===== src/rtl/regfile_wr_arbiter.sv =====
// Round-robin arbiter for the register bank write port; one registered write per grant.
// Define REGWR_SCOREBOARD_EN to build the per-register pending-write (busy) scoreboard.
module regfile_wr_arbiter #(
  parameter int unsigned NREQ = 3,
  parameter int unsigned AW   = 3,
  parameter int unsigned DW   = 8
) (
  input  logic                 clk,
  input  logic                 reset,
  input  logic [NREQ-1:0]      req_valid,
  input  logic [NREQ*AW-1:0]   req_addr,
  input  logic [NREQ*DW-1:0]   req_data,
  output logic [NREQ-1:0]      req_ready,
  input  logic                 stall,
  output logic                 wr_en,
  output logic [AW-1:0]        wr_addr,
  output logic [DW-1:0]        wr_data,
  output logic [1:0]           grant_id,
  output logic [(2**AW)-1:0]   busy
);

  localparam int unsigned PW    = 2;
  localparam int unsigned NREGS = 2**AW;

  logic [PW-1:0] rr_ptr_q, rr_ptr_d;
  logic          wr_en_q;
  logic [AW-1:0] wr_addr_q;
  logic [DW-1:0] wr_data_q;
  logic [PW-1:0] grant_id_q;

  logic          win_found_c;
  logic [PW-1:0] win_idx_c;
  logic [AW-1:0] win_addr_c;
  logic [DW-1:0] win_data_c;
  logic          grant_c;
  int unsigned   idx;

  // Scan from rr_ptr upward with wrap; first valid requester wins.
  always_comb begin
    win_found_c = 1'b0;
    win_idx_c   = '0;
    win_addr_c  = '0;
    win_data_c  = '0;
    idx         = 0;
    for (int unsigned k = 0; k < NREQ; k++) begin
      idx = (32'(rr_ptr_q) + k) % NREQ;
      if (!win_found_c && req_valid[idx]) begin
        win_found_c = 1'b1;
        win_idx_c   = PW'(idx);
        win_addr_c  = req_addr[idx*AW +: AW];
        win_data_c  = req_data[idx*DW +: DW];
      end
    end
  end

  always_comb begin
    grant_c   = win_found_c && !stall && !reset;
    req_ready = '0;
    rr_ptr_d  = rr_ptr_q;
    if (grant_c) begin
      req_ready[win_idx_c] = 1'b1;
      rr_ptr_d = (32'(win_idx_c) + 1 == NREQ) ? '0 : win_idx_c + PW'(1);
    end
  end

  // Output stage: one write cycle per grant, payload held between grants.
  always_ff @(posedge clk) begin
    if (reset) begin
      rr_ptr_q   <= '0;
      wr_en_q    <= 1'b0;
      wr_addr_q  <= '0;
      wr_data_q  <= '0;
      grant_id_q <= '0;
    end else begin
      rr_ptr_q <= rr_ptr_d;
      wr_en_q  <= grant_c;
      if (grant_c) begin
        wr_addr_q  <= win_addr_c;
        wr_data_q  <= win_data_c;
        grant_id_q <= win_idx_c;
      end
    end
  end

  assign wr_en    = wr_en_q;
  assign wr_addr  = wr_addr_q;
  assign wr_data  = wr_data_q;
  assign grant_id = grant_id_q;

`ifdef REGWR_SCOREBOARD_EN
  logic [NREGS-1:0] busy_q, busy_d;

  // A new grant to the address being written keeps its flag set.
  always_comb begin
    busy_d = busy_q;
    if (wr_en_q) busy_d[wr_addr_q] = 1'b0;
    if (grant_c) busy_d[win_addr_c] = 1'b1;
  end

  always_ff @(posedge clk) begin
    if (reset) busy_q <= '0;
    else       busy_q <= busy_d;
  end

  assign busy = busy_q;
`else
  assign busy = {NREGS{1'b0}};
`endif

endmodule

===== config.mk =====
export PLATFORM = sky130hd
export DESIGN_NAME = regfile_wr_arbiter
export DESIGN_NICKNAME = d
export VERILOG_FILES = /design/src/rtl/regfile_wr_arbiter.sv
export SDC_FILE = /design/constraint.sdc
export NUM_CORES = 1
export LEC_CHECK = 0
export CORE_ASPECT_RATIO = 0.5
export CORE_UTILIZATION = 55
export DETAILED_ROUTE_END_ITERATION = 16
export PLACE_DENSITY_LB_ADDON = 0.08
export SLEW_MARGIN = 20
export SYNTH_ARGS = -nofsm -noshare
export SYNTH_HDL_FRONTEND = slang
export SYNTH_SLANG_ARGS = --single-unit

===== constraint.sdc =====
create_clock -name clk -period 6.95 [get_ports clk]
set_input_delay 1.39 -clock clk [delete_from_list [all_inputs] [get_ports clk]]
set_output_delay 1.39 -clock clk [all_outputs]
set_load 0.02 [all_outputs]

# == Word level (Yosys, flattened, before mapping) ==
# Cells that the tools add are included.
# op_classes
div_mod_pow,3
n_mux,22
n_mul,3
n_reduce_logical,9
n_lt_le_gt_ge,5
eq_ne,1
add_sub_neg,4
n_shift,6
# op_table
cell,n
$shiftx 24x33->8,3
$shiftx 9x33->3,3
$lt 32x3->1 const B,3
$mul 32x2->32 const B,3
$mod 32x2->32 const B,2
$mod 2x2->32 const B,1
$mux 8,3
$mux 3,4
$mux 2,4
$mux 1,7
$add 2x1->3 const B,2
$bmux 1 s2,3
$logic_and 1x1->1,5
$logic_not 1->1,4
$add 2x2->3 const B,1
$eq 3x2->1 const B,1
$lt 2x3->1 const B,1
$add 2x1->2 const B,1
$demux 1 s2,1
$ge 2x1->1 const B,1
# totals
ff_bits,16
out_inout_bits,25

# == Depth between registers and ports, before layout ==
# Gate-level depths: netlist of the first run.
# logic_depth
depth_word,15
mapped_depth,15
mapped_depth_nobuf,14

# == Least setup slack after synthesis of the first run ==
# OpenSTA, ideal clock, no wires.
# synth_timing
path_kind,input to output
start,input port req_valid[2]
end,output port req_ready[0]
arrival_ns,2.684
path_stages,7
slack_ns,2.876
required_time_ns,5.560
path_cell_list,clkbuf_1 nor2_1 a31oi_1 o221ai_2 nor2_1 nand2_1 nor2_1
# synth_via
elab_chain_len,14
elab_cells_between_ends,24
cone_classes,2 x order compare; 15 x mux; 7 x reduce/logical
# synth_lines
element,line,text
start: declaration,10,"input logic [NREQ-1:0] req_valid,"
$bmux 1 s2,47,if (!win_found_c && req_valid[idx]) begin
$mux 1 (implied by the code),47,
$mux 1,47,
$logic_not 1->1,47,
$logic_and 1x1->1,47,
$mux 1,47,
$logic_not 1->1,47,
$logic_and 1x1->1,47,
$mux 2,47,
$lt 2x3->1 (implied by the code) / $ge 2x1->1 (equally long branches),61,req_ready[win_idx_c] = 1'b1;
$logic_and 1x1->1 (implied by the code),61,
$mux 1 (implied by the code),61,
$demux 1 s2,61,
$mux 3 (*),60,if (grant_c) begin
end: declaration,13,"output logic [NREQ-1:0] req_ready,"
# Every way passes the cells marked *; elsewhere a longest branch is shown, timed or not. The select of a mux whose other input is x is not followed.

# == Worst setup path in the final report of the first run ==
# Ends and elaborated chain as after synthesis.

==> results of run 1 <==
-- kinds of logic after synthesis --
| family | Yosys count | synth area share, % |
|---|---|---|
| AOI/OAI and AO/OA | 110 | 30.6 |
| and+or+nand+nor | 78 | 14.7 |
| muxes | 49 | 24.4 |
| buffers and inverters | 47 | 9.07 |
| DFF | 16 | 12.3 |
| adders and majority gates | 12 | 5.76 |
| xor gates and xnor gates | 8 | 2.98 |
| other | 1 | 0.144 |
-- cells in the final DEF (no fill, tap or decap), drive strengths merged, types with 5 or more instances in the layout --
master,n
clkdlybuf4s50,55
mux2,27
nor2,26
a21oi,23
nand2,20
a22oi,18
o21ai,17
dfxtp,16
inv,14
mux2i,13
ha,12
mux4,9
o221a,9
conb,8
a31oi,7
o22ai,7
nor2b,6
nand2b,5
nor3,5
xor2,5
-- registers in the layout, summed over array words and instances (netlist names) --
| name | count |
|---|---|
| wr_en | 1 |
| wr_data | 8 |
| grant_id | 2 |
| rr_ptr_q | 2 |
| wr_addr | 3 |
-- worst max-delay path, delay by kind of cell --
| family | cells | cell delay (ps) |
|---|---|---|
| buffers and inverters | 2 | 1240 |
| AND/OR/NAND/NOR | 4 | 620 |
| AO/OA/AOI/OAI | 2 | 550 |
-- report_power, final --
part | leakage (uW) | total (uW) | switching (uW) | internal [uW]
Clock | 0.0000288 | 87.3 | 36.9 | 50.4
Sequential | 0.000132 | 111 | 8.25 | 103
Combinational | 0.000974 | 338 | 185 | 154
-- how the worst min path moves through the flow --
stage                 from           to  slack [ps]
4_1_cts        grant_id[1]  grant_id[1]         460
3_5_place_dp   grant_id[1]  grant_id[1]         450
6_report       grant_id[1]  grant_id[1]         450
3_3_place_gp   grant_id[1]  grant_id[1]         460
5_1_grt        grant_id[1]  grant_id[1]         480
2_1_floorplan  rr_ptr_q[0]  rr_ptr_q[0]         500
-- metal layers --
| layer | wire length [microns] | vias to the layer above |
|---|---|---|
| li1 | - | 1282 |
| met1 | 3190 | 1275 |
| met2 | 3450 | 147 |
| met3 | 730 | 10 |
| met4 | 74 | 0 |
| met5 | 0 | - |
-- cell type report --
class	count	area, sq um
Multi-Input combinational cell	265	2080
Fill cell	364	1320
Timing Repair Buffer	57	566
Sequential cell	16	320
Tap cell	57	71.3
Inverter	15	56.3
Clock buffer	4	55.1
-- per-stage QoR --
| step | util, % | power (uW) | std cells |
|---|---|---|---|
| 3_3_place_gp | 69.2 | 436 | 410 |
| 4_1_cts | 70.5 | 531 | 414 |
| 5_1_grt | 70.5 | 570 | 414 |
| 6_report | 70.5 | 537 | 414 |
| 2_1_floorplan | - | 355 | 328 |
| 3_5_place_dp | 69.2 | 444 | 410 |
==> results.ini, run 1 <==
[floorplan]
num_rows = 17
dieHeight_microns = 50.7
die_x_microns = 99.4
design.die.area_sq_mm = 0.00504
start_util_pct = 58.4
core-area_sq_mm = 0.00447
ios = 64

[route]
drc = 0
routedWlPerCell_microns = 18.0
antenna_left = 0
drt-initial-drc-count = 252
dr_total_vias = 2714
dr.pass1.iters = 5
wirelength_mm = 7.45
vias_per_cell = 6.56

[logic_synthesis]
ys_async_sr_fraction_pct = 0
syn_area_sq_mm = 0.00261
ys_ff_latch = 16
yosysMostFrequentCell = mux2_2
synth_top_area_share_pct = 12.3
yosysSeqAreaShare_pct = 12.3
yosys_most_used_dff = dfxtp_1
ys.warnings.count = 0
synth-edff-count = 0
ys_top_cells_by_count = mux2_2, nor2_1, a21oi_1, nand2_1, a22oi_1
synth_area_leaders = dfxtp_1, mux2_2, mux4_2
synthCells = 321
synth.distinct_cells = 62
syn_area_per_cell_sq_um = 8.12
synth_area_leader_cell = dfxtp_1

[setup_path]
cp-endpoint = req_ready[0]
cpMaxStageDelayCell = clkdlybuf4s50_1
rrSetupSlack_ps = 2880
cp.required_ps = 5560
cp.arrival_ps = 3800
slowest_delay_ps = 630
worstSetupStartpointType = input pin
critPathCaptureType = output pin
startpoint = req_valid[2]
critPathMostFrequentCell = nor2_1
critPathKind = in2out
timing.rr.start = rr_ptr_q[1]
rr_endpoint = wr_addr[2]
crit_fanout = 9
r2r.worst_path.cells = 11
crit_chain = clkdlybuf4s50_1, nor2_1, a31oi_1, o221ai_2, nor2_1, nand2_1, nor2_1, clkdlybuf4s50_1

[place]
place.gp.congestion = 0.843
hpwlAfterDp_mm = 5.37
pre_cts_ws_ps = 1800
io_buffer_count = 55
postPlaceCellArea_sq_mm = 0.00309

[clock_tree]
htreeDepth = 1
cts_tree = built
cts_root_buf = clkbuf_8
numCtsBuffers = 3
cts_buffer_depth = 2
cts.sinks = 16
clk_pin_slew_worst_paths_ps = 70
clkLatencyLatePin_ps = 260
ctsResizeCount = 0
cts_setup_buffers = 0
hold_buffers = 0

[global_route]
grt_pass1_wl_mm = 11.8
met1_usage_pct = 39.2
grt_util_met3_pct = 6.41
busiest_layer = met2
grt_start_max_net_pins = 48
antenna_found_initial = 0
use_met2_pct = 47.9
grt_use_total_pct = 29.3
grt_pass1_vias = 2468
gr-total-overflow = 0

[worst_hold_path]
min_path_type = reg2reg
hold_depth = 2

[sta]
fmax_mhz = 193
maxSlewViolCount = 0
period_needed_ps = 5190
finalClockSkew_ps = 1.68
rsz0062_at_grt = false
setup_viol = 0
finalSetupTns_ps = 0
worst_pin_slew_ps = 1100
fin_hold_ws_ps = 455
timing.final.ws_setup_ps = 1760
max_slew_margin_pct = 27.0
hold_viol_final = 0
period_share_pct = 74.6

[layout]
final_area_sq_mm = 0.00315
n_antenna_cell = 0
nets = 409
synthToLayoutAreaGrowth_pct = 20.7
layout-drive-gt1-share_pct = 17.9

[power]
ir_drop_mv = 0.0839
powerDensity_mw_per_mm2 = 170
leakagePower_uw = 0.00113

[status]
outcome = completed

[job]
cap_viol_max_count = 0

No activity file was read; power rests on OpenSTA's default activity.
==> inputs of run 2 (changes only) <==
--- a/config.mk
+++ b/config.mk
@@ -6,7 +6,7 @@
 export NUM_CORES = 1
 export LEC_CHECK = 0
 export CORE_ASPECT_RATIO = 0.5
-export CORE_UTILIZATION = 55
+export CORE_UTILIZATION = 51
 export DETAILED_ROUTE_END_ITERATION = 16
 export PLACE_DENSITY_LB_ADDON = 0.08
 export SLEW_MARGIN = 20
==> constraint.sdc (replaced) <==
create_clock -name clk -period 5.09 [get_ports clk]
set_input_delay 1.018 -clock clk [delete_from_list [all_inputs] [get_ports clk]]
set_output_delay 1.018 -clock clk [all_outputs]
set_load 0.02 [all_outputs]
==> run 2 against run 1 <==
Register-to-register slack got worse by 1800 ps. Worst setup slack got worse by 1100 ps. Cell area increased by 0.83%. Die area increased by 7.6%. Total power increased by 39%.
==> results.ini, run 2 (synthesized netlist as in run 1, its figures left out) <==
[layout]
fillers = 392
layout-drive-gt1-share_pct = 18.4
final_cells = 425
layout_common_cells = clkdlybuf4s50_1, mux2_2, nor2_1
nets = 411
synthToLayoutAreaGrowth_pct = 21.7
largest_reg_flops = 8
n_antenna_cell = 0
post-route-util_pct = 68.1
final_common_cell = clkdlybuf4s50_1

[status]
outcome = completed

[sta]
worst_pin_slew_ps = 747
period_needed_ps = 4440
finalClockSkew_ps = 4.83
fin_hold_ws_ps = 468
fmax_mhz = 225
setup_viol = 0
max_slew_margin_pct = 50.1
period_share_pct = 87.3
hold_viol_final = 0
finalSetupTns_ps = 0
rsz0062_at_grt = false
maxSlewViolCount = 0
timing.final.ws_setup_ps = 649

[route]
drt-initial-drc-count = 247
wirelength_mm = 7.94
vias_per_cell = 6.55
routedWlPerCell_microns = 18.7
dr_wl_met2_mm = 3.67
antenna_left = 0
dr_wl_met3_microns = 628
dr.max_layer_used = met4
drt-met1-wl_mm = 3.54
dr.pass1.iters = 5
drc = 0
dr_total_vias = 2785

[place]
pre_cts_ws_ps = 683
place_inst = 421
hpwlAfterDp_mm = 5.83
io_buffer_count = 55
place.gp.congestion = 0.919

[setup_path]
critPathKind = in2out
worstSetupStartpointType = input pin
cp.required_ps = 4070
crit_fanout = 9
critPathCaptureType = output pin
cp.arrival_ps = 3420

[clock_tree]
cts.sinks = 16
cts_root_buf = clkbuf_8
numCtsBuffers = 3
cts_setup_buffers = 0
hold_buffers = 0
htreeDepth = 1
clkLatencyLatePin_ps = 260
cts_buffer_depth = 2
ctsResizeCount = 0
clk_pin_slew_worst_paths_ps = 70
cts_tree = built

[job]
cap_viol_max_count = 0

[floorplan]
ios = 64
start_util_pct = 56.0
design.die.area_sq_mm = 0.00542
num_rows = 17
core-area_sq_mm = 0.00466
dieHeight_microns = 52.6
die_x_microns = 103

[global_route]
antenna_found_initial = 0
grt_pass1_wl_mm = 12.3
grt_start_max_net_pins = 37
grt_use_total_pct = 30.0
grt_pass1_vias = 2607
gr-total-overflow = 0

[power]
leakagePower_uw = 0.00114
powerDensity_mw_per_mm2 = 234
ir_drop_mv = 0.151

[worst_hold_path]
min_path_type = reg2reg

-- run 2: cell types whose count changed in the layout (fill, tap and decap cells not counted) --
cell and change:
buf_4 +2
-- run 2: critical path: stages --
cell,delay [ps]
clkdlybuf4s50_1,630
nor2_1,130
a31oi_1,290
o221ai_2,270
nor2_1,260
nand2_1,100
nor2_1,100
clkdlybuf4s50_1,610
-- run 2: routing by layer --
| layer | global-route usage (%) | vias to the layer above |
|---|---|---|
| li1 | - | 1287 |
| met1 | 38.7 | 1349 |
| met2 | 50.7 | 137 |
| met3 | 7.20 | 12 |
| met4 | 7.75 | 0 |
| met5 | 0 | - |
-- run 2: worst paths after layout --
check | from | endpoint | slack, ps | cells after the start
setup / recovery | req_valid[2] | req_ready[2] | 650 | 8
hold / removal | grant_id[1] | grant_id[1] | 470 | 2
setup reg to reg | rr_ptr_q[1] | wr_addr[2] | 1090 | 12
hold reg to reg | grant_id[1] | grant_id[1] | 470 | 2
-- run 2: area by class of cell --
cell class	count	area (sq um)	area share (%)
multi-input cells	265	2080	65.5
well taps	66	82.6	2.60
repair buffers	59	581	18.3
clock buffers	4	55.1	1.73
inverters	15	56.3	1.77
flip-flops and latches	16	320	10.1
-- run 2: through the flow --
stage	power [uW]	area (sq um)
2_1_floorplan	485	2630
4_1_cts	732	3170
3_5_place_dp	615	3120
3_3_place_gp	601	3120
5_1_grt	783	3170
6_report	744	3170
-- run 2: where the power goes --
part           internal (uW)  switching (uW)  leakage, uW
logic                    211             261     0.000984
clock network           68.8            49.9    0.0000288
registers                141            12.2     0.000132
total                    421             323      0.00114
